File: config.mk
export PLATFORM = sky130hd
export DESIGN_NAME = sync_fifo_fwft_flat
export DESIGN_NICKNAME = d
export VERILOG_FILES = /design/src/rtl/sync_fifo_fwft_if.sv /design/src/rtl/sync_fifo_fwft.sv /design/src/flat_wrapper.sv
export SDC_FILE = /design/constraint.sdc
export NUM_CORES = 2
export LEC_CHECK = 0
export ABC_CLOCK_PERIOD_IN_PS = 8700
export BUFFER_PORTS_ARGS = -buffer_cell sky130_fd_sc_hd__buf_4
export CORE_MARGIN = 2
export CORE_UTILIZATION = 35
export DETAILED_ROUTE_END_ITERATION = 12
export GPL_ROUTABILITY_DRIVEN = 0
export HOLD_SLACK_MARGIN = 0.12
export PLACE_DENSITY = 0.5
export SLEW_MARGIN = 10
export SYNTH_ARGS = -nofsm -noshare
export SYNTH_HDL_FRONTEND = slang
export SYNTH_SLANG_ARGS = --single-unit
File: constraint.sdc
create_clock -name clk -period 8.7 [get_ports clk]
set_input_delay 0.435 -clock clk [delete_from_list [all_inputs] [get_ports clk]]
set_output_delay 0.435 -clock clk [all_outputs]
set_load 0.005 [all_outputs]
File: src/rtl/sync_fifo_fwft_if.sv
// sync_fifo_fwft_if: valid/ready stream bundle between a producer, the FIFO and a consumer
//   in_data/in_valid/in_ready    : write side (producer -> FIFO)
//   out_data/out_valid/out_ready : read side (FIFO -> consumer)
//   master modport: the producer/consumer environment; slave modport: the FIFO
interface sync_fifo_fwft_if #(
    parameter int DW = 8
);
    logic [DW-1:0] in_data;
    logic          in_valid;
    logic          in_ready;
    logic [DW-1:0] out_data;
    logic          out_valid;
    logic          out_ready;
    modport master (output in_data, in_valid, out_ready, input in_ready, out_data, out_valid);
    modport slave (input in_data, in_valid, out_ready, output in_ready, out_data, out_valid);
endinterface

File: src/rtl/sync_fifo_fwft.sv
// sync_fifo_fwft: single-clock first-word-fall-through FIFO on an inferred SDP RAM with registered read
//   clk, rst     : clock and synchronous active-high reset
//   bus (slave)  : in_data/in_valid/in_ready write side, out_data/out_valid/out_ready read side
//   count        : words held, 0..DEPTH, including the word sitting in the output register
//   SYNC_FIFO_ALMOST_EN adds AF_LEVEL/AE_LEVEL and registered almost_full/almost_empty outputs
module sync_fifo_fwft #(
    parameter int DW    = 8,
    parameter int DEPTH = 256
`ifdef SYNC_FIFO_ALMOST_EN
    ,
    parameter int AF_LEVEL = DEPTH - 2,
    parameter int AE_LEVEL = 2
`endif
) (
    input  logic                   clk,
    input  logic                   rst,
    sync_fifo_fwft_if.slave        bus,
    output logic [$clog2(DEPTH):0] count
`ifdef SYNC_FIFO_ALMOST_EN
    ,
    output logic                   almost_full,
    output logic                   almost_empty
`endif
);
    localparam int AW = $clog2(DEPTH);
    localparam int CW = AW + 1;
    localparam logic [CW-1:0] FULL = CW'(DEPTH);
    logic [DW-1:0] mem [DEPTH];
    logic [AW-1:0] wr_ptr, rd_ptr;
    logic [CW-1:0] ram_cnt, ram_cnt_nxt, count_nxt;
    logic [DW-1:0] out_data;
    logic          out_valid, out_valid_nxt, wr_acc, rd_en;
    assign bus.in_ready  = count != FULL;
    assign bus.out_data  = out_data;
    assign bus.out_valid = out_valid;
    assign wr_acc = bus.in_valid && bus.in_ready;
    // ram_cnt only counts completed writes, so a fetch never targets the address being written
    assign rd_en = (ram_cnt != '0) && (!out_valid || bus.out_ready);
    always_comb begin
        out_valid_nxt = rd_en ? 1'b1 : bus.out_ready ? 1'b0 : out_valid;
        ram_cnt_nxt   = ram_cnt + {{AW{1'b0}}, wr_acc} - {{AW{1'b0}}, rd_en};
        count_nxt     = ram_cnt_nxt + {{AW{1'b0}}, out_valid_nxt};
    end
    always_ff @(posedge clk)
        if (wr_acc) mem[wr_ptr] <= bus.in_data;
    always_ff @(posedge clk) begin
        if (rst) begin
            wr_ptr    <= '0;
            rd_ptr    <= '0;
            ram_cnt   <= '0;
            count     <= '0;
            out_valid <= 1'b0;
            out_data  <= '0;
        end else begin
            wr_ptr    <= wr_ptr + AW'(wr_acc);
            rd_ptr    <= rd_ptr + AW'(rd_en);
            ram_cnt   <= ram_cnt_nxt;
            count     <= count_nxt;
            out_valid <= out_valid_nxt;
            if (rd_en) out_data <= mem[rd_ptr];
        end
    end
`ifdef SYNC_FIFO_ALMOST_EN
    localparam logic [CW-1:0] AF = CW'(AF_LEVEL);
    localparam logic [CW-1:0] AE = CW'(AE_LEVEL);
    always_ff @(posedge clk) begin
        if (rst) begin
            almost_full  <= 1'b0;
            almost_empty <= 1'b1;
        end else begin
            almost_full  <= count_nxt >= AF;
            almost_empty <= count_nxt <= AE;
        end
    end
`endif
endmodule

File: src/flat_wrapper.sv
// flat-port wrapper written by rule: the top's interface ports become plain ports
module sync_fifo_fwft_flat 
#(
    parameter int DW    = 8,
    parameter int DEPTH = 256

)
  (clk, rst, count, bus_in_data, bus_in_valid, bus_out_ready, bus_in_ready, bus_out_data, bus_out_valid);
  sync_fifo_fwft_if #(.DW(DW)) bus_i ();
  input  logic clk;
  input  logic rst;
  output logic [$clog2(DEPTH):0] count;
  input wire logic [$bits(bus_i.in_data)-1:0] bus_in_data;
  input wire logic [$bits(bus_i.in_valid)-1:0] bus_in_valid;
  input wire logic [$bits(bus_i.out_ready)-1:0] bus_out_ready;
  output wire logic [$bits(bus_i.in_ready)-1:0] bus_in_ready;
  output wire logic [$bits(bus_i.out_data)-1:0] bus_out_data;
  output wire logic [$bits(bus_i.out_valid)-1:0] bus_out_valid;
  assign bus_i.in_data = bus_in_data;
  assign bus_i.in_valid = bus_in_valid;
  assign bus_i.out_ready = bus_out_ready;
  assign bus_in_ready = bus_i.in_ready;
  assign bus_out_data = bus_i.out_data;
  assign bus_out_valid = bus_i.out_valid;
  sync_fifo_fwft #(.DW(DW), .DEPTH(DEPTH)) u_core (.clk(clk), .rst(rst), .bus(bus_i), .count(count));
endmodule
Word-level counts from Yosys, hierarchy flattened
Memories as Yosys holds them, arrays and structs flattened. A register that Yosys moved wholly into a read port is not among the register bits.
Index checks and enable logic that the tools add are counted.
{"block": "totals", "latch_bits": 0, "word_cells": 21, "ramBits": 2048, "romBits": 0, "memories": 1, "register_bits": 35, "out_inout_bits": 19}
{"block": "op_classes", "mul": 0, "muxes": 4, "n_eq_ne": 1, "addsub": 5, "shift": 0, "n_bitwise": 0, "n_lt_le_gt_ge": 0, "reduce_logical": 5, "div_mod_pow": 0}
{"name": "u_core.mem", "depth": 256, "word_bits": 8, "rd": 1, "rd_clocked_by_memory_dff": 1, "wr": 1, "line": "sync_fifo_fwft.sv:28", "text": "logic [DW-1:0] mem [DEPTH];"}
{"cell": "9-bit by 1-bit adder with 9-bit output", "count": 2}
{"cell": "8-bit by 1-bit adder with 8-bit output", "count": 2}
{"cell": "9-bit != test, second input constant", "count": 1}
{"cell": "9-bit nonzero test", "count": 1}
{"cell": "9-bit by 1-bit subtractor with 9-bit output", "count": 1}
{"cell": "1-bit 2-to-1 mux", "count": 4}
{"cell": "1-bit logical AND", "count": 2}
{"cell": "1-bit logical NOT", "count": 1}
{"cell": "1-bit logical OR", "count": 1}

Logic depth before layout (Yosys ltp)
{"block": "depth", "ltp_word": 5, "mapped_depth": 18, "ltp_nobuf": 16}

Worst setup path before layout
OpenSTA, ideal clock, no wires.
{"block": "synth_timing", "kind": "flip-flop to flip-flop", "from": "register u_core.ram_cnt[4]", "to": "register u_core.count[8]", "t_arrival_ns": 3.747, "path_stages_with_launch": 19, "path_buffers": 2, "setup_ns": 0.121, "path_slack_ns": 4.832, "path_cell_list": "dfxtp_1 -> inv_1 -> ha_1 -> nand2_1 -> o41a_1 -> clkbuf_1 -> clkbuf_1 -> ha_1 -> inv_1 -> ha_1 -> inv_1 -> fa_1 -> nor2b_1 -> o21a_1 -> nor2_1 -> xor2_1 -> or3_1 -> nor4_1 -> mux2_2"}
{"block": "synth_between", "elab_chain_cells": 4, "elab_cells_between_ends": 6, "classes_between": "add/sub (3); mux (1); reduce/logical (2)"}
{"element": "start, declared", "line": "sync_fifo_fwft.sv:30", "text": "logic [CW-1:0] ram_cnt, ram_cnt_nxt, count_nxt;"}
{"element": "start signal, assigned", "line": "sync_fifo_fwft.sv:57", "text": "ram_cnt <= ram_cnt_nxt;"}
{"element": "9-bit nonzero test *", "line": "sync_fifo_fwft.sv:38", "text": "assign rd_en = (ram_cnt != '0) && (!out_valid || bus.out_ready);"}
{"element": "1-bit logical AND *", "line": "sync_fifo_fwft.sv:38"}
{"element": "named net u_core.rd_en", "line": "sync_fifo_fwft.sv:32", "text": "logic out_valid, out_valid_nxt, wr_acc, rd_en;"}
{"element": "9-bit by 1-bit subtractor with 9-bit output / 1-bit 2-to-1 mux (equally long branches)", "line": "sync_fifo_fwft.sv:41, sync_fifo_fwft.sv:40"}
{"element": "9-bit by 1-bit adder with 9-bit output *", "line": "sync_fifo_fwft.sv:42", "text": "count_nxt = ram_cnt_nxt + {{AW{1'b0}}, out_valid_nxt};"}
{"element": "end signal, assigned", "line": "sync_fifo_fwft.sv:58", "text": "count <= count_nxt;"}
{"element": "end, declared", "line": "sync_fifo_fwft.sv:18", "text": "output logic [$clog2(DEPTH):0] count"}
The timed path passes the listed nets; every way through them passes the cells marked *.
A chain may end at the register's enable or synchronous reset.

==> impl_metrics.toml <==
[logic_synthesis]
synth_cells = 3961
syn_nets = 3992
ys_async_sr_fraction = 0
syn_avg_cell_area_um2 = 20.6
ys_warn_count = 0
synth-seq-cells = 2091
synth_enable_flop_cells = 2048
synth.top_cells.by_area = "edfxtp_1, mux4_2, mux2i_1, nor2_1, dfxtp_1"
yosysUniqueCellTypes = 68
netlist_area_um2 = 81700
seq_area_frac_synth = 0.763
synth_largest_type_area_fraction = 0.752
top_cell_type_by_total_area_after_synthesis = "edfxtp_1"
dominantRegCellSynth = "edfxtp_1"

[clock_tree]
cts-buffers-inserted = 217
clockRootBuffer = "clkbuf_16"
worst_skew_pair.late_latency_ps = 860
clockBufferDepth = 3
cts_tree = "yes"
cts_htree_levels = 4
cts_num_sinks = 2091
clk_pin_slew_worst_paths_ps = 60

[die]
placementRows = 177
core_um2 = 232000
initial_utilization = 0.352
die_area_um2 = 237000
floorplan.die.height_um = 487
die-width_um = 487
boundaryPins = 31

[placed_design]
detailedPlacementHpwl_mm = 141
cell_area_placed_um2 = 85100
number_of_placed_cells_counting_well_taps = 6880
io_buffers = 30
placement_stage_worst_setup_slack_ps = 4340

[job]
maxCapViolCount = 0

[finish]
finish.net_count = 4092
number_of_filler_instances_in_the_final_layout = 20600
seq_area_um2 = 62400
multi_input_comb_area_um2 = 17900
finish.instance_area_um2 = 92300
fraction_of_layout_cells_with_a_size_suffix_above_1 = 0.218
final_cell_count_without_fillers = 7291
syn_to_final_growth_pct = 12.9
final_core_utilization = 0.397
mostFrequentLayoutCells = "edfxtp_1, mux4_2, nor2_1, clkbuf_16, mux2i_1"
layout.cells.most_common = "edfxtp_1"

[setup_path]
reg2reg_setup_slack_ps = 4260
crit_arrival_ps = 5190
critPathKind = "flip-flop to flip-flop"
sort_of_element_at_the_end_of_the_critical_path = "flip-flop"
worstReg2RegEnd = "u_core.bus.out_data[7]"
crit_required_ps = 9450
reg2reg_depth = 8
critical_path.reg2reg.startpoint = "u_core.rd_ptr[1]"
critPathLaunchType = "flip-flop"
cp_max_fo = 101

[hold_path]
hold_path_depth = 1
hold_start = "bus_in_data[0]"
min_to = "u_core.mem[218][0]"
hold_path_class = "input port to flip-flop"

[timing]
timing.final.max_slew_violations = 0
setup-tns-final_ps = 0
hold_ws_ps = 195
final_period_minus_worst_setup_slack_ps = 4440
max_slew_margin = 0.167
final.period_utilization = 0.510
finalHoldViolCount = 0
fin_skew_ps = 54.5
fmax_mhz = 225
setup_ws_ps = 4260
finalSetupViolations = 0
worstMarginPinSlew_ps = 1250
rsz0062_at_grt = "false"

[power_and_ir_drop]
p_leak_nw = 27.7
pwr_density_cell_nw_per_um2 = 278
worst_voltage_drop_across_the_vdd_grid_uv = 185
report.power.total_mw = 25.7

[route]
post_drt_via_cell_ratio = 5.53
drt_iter0_drc = 4591
routedWlPerCell_um = 32.2
finalWirelength_mm = 235
drcViolationCount = 0
detailed_routing_iteration_count_for_the_pre_antenna_repair_pass = 5
dr_total_vias = 40300
final_antenna_net_count = 0

[global_routing]
via_count_of_the_first_global_routing_pass = 40800
globalRoute.totalOverflow = 0
antenna_found_initial = 6
first_pass_grt_wire_length_mm = 328
grt_start_max_net_pins = 161
grt_util_all_layers = 0.196

[outcome]
run_status = "complete, no violations"
per-layer routing:
metal | global-route usage | up-vias | wire length (um)
met5 | 0 | - | 34
met4 | 0.0591 | 4 | 7280
met3 | 0.0349 | 338 | 15400
met2 | 0.314 | 1423 | 112000
met1 | 0.274 | 21900 | 100000
li1 | - | 16700 | -
kinds of logic after synthesis:
group | count (synthesis) | share of synthesized area
flops | 2091 | 0.763
mux | 657 | 0.150
simple gates | 568 | 0.0304
compound gates | 353 | 0.0315
buf+inv | 248 | 0.0193
xor+xnor | 25 | 0.00268
fa+ha+maj | 19 | 0.00300
power breakdown:
part | switching [mW] | internal [mW]
clock | 3.98 | 5.27
combinational | 3.00 | 2.17
sequential | 0.142 | 11.1
total | 7.11 | 18.6
cell usage after synthesis, types with 29 or more instances:
master	number
dfxtp_1	43
edfxtp_1	2048
nor2_1	327
o22ai_1	34
a211oi_1	29
nor2b_1	37
buf_2	54
a22oi_1	67
clkbuf_1	105
a21oi_1	49
a221oi_1	34
o21ai_0	35
nand2_1	83
mux2i_1	190
mux4_2	443
state kept, by name (all words and copies together), names as in the netlist:
| name | cells |
|---|---|
| u_core.bus.out_valid | 1 |
| u_core.rd_ptr | 8 |
| u_core.wr_ptr | 8 |
| u_core.ram_cnt | 9 |
| u_core.count | 9 |
| u_core.bus.out_data | 8 |
| u_core.mem | 2048 |
how the worst max path moves through the flow:
stage	start	endpoint	slack, ps
floorplan	u_core.ram_cnt[4]	u_core.count[8]	4830
global placement	u_core.rd_ptr[2]	u_core.bus.out_data[5]	4200
detailed placement	u_core.rd_ptr[1]	u_core.bus.out_data[7]	4340
CTS	u_core.rd_ptr[1]	u_core.bus.out_data[7]	4320
global route	u_core.rd_ptr[1]	u_core.bus.out_data[2]	4130
finish	u_core.rd_ptr[1]	u_core.bus.out_data[7]	4260
worst max-delay path: stages, from the launching register on:
cell     delay (ps)
dfxtp_4         620
buf_12          540
buf_4           810
mux4_2          410
a22oi_1         330
a21oi_1         110
nor3_1          830
nand4_1         220
a32o_1          270
area by class of cell:
type                    count  share of cell area
multi-input cells        1622               0.194
repair buffers            115              0.0113
clock buffers             259              0.0617
inverters                  14            0.000570
diodes                      4            0.000108
flip-flops and latches   2091               0.676
well taps                3043              0.0413
clock inverters           143              0.0149
timing repair:
item | in CTS | in global routing
gates resized for setup | 0 | 0
hold endpoints to repair | 117 | 0
buffers inserted | 0 | 0
hold buffers | 5 | 0
No activity file was read; power rests on OpenSTA's default activity.
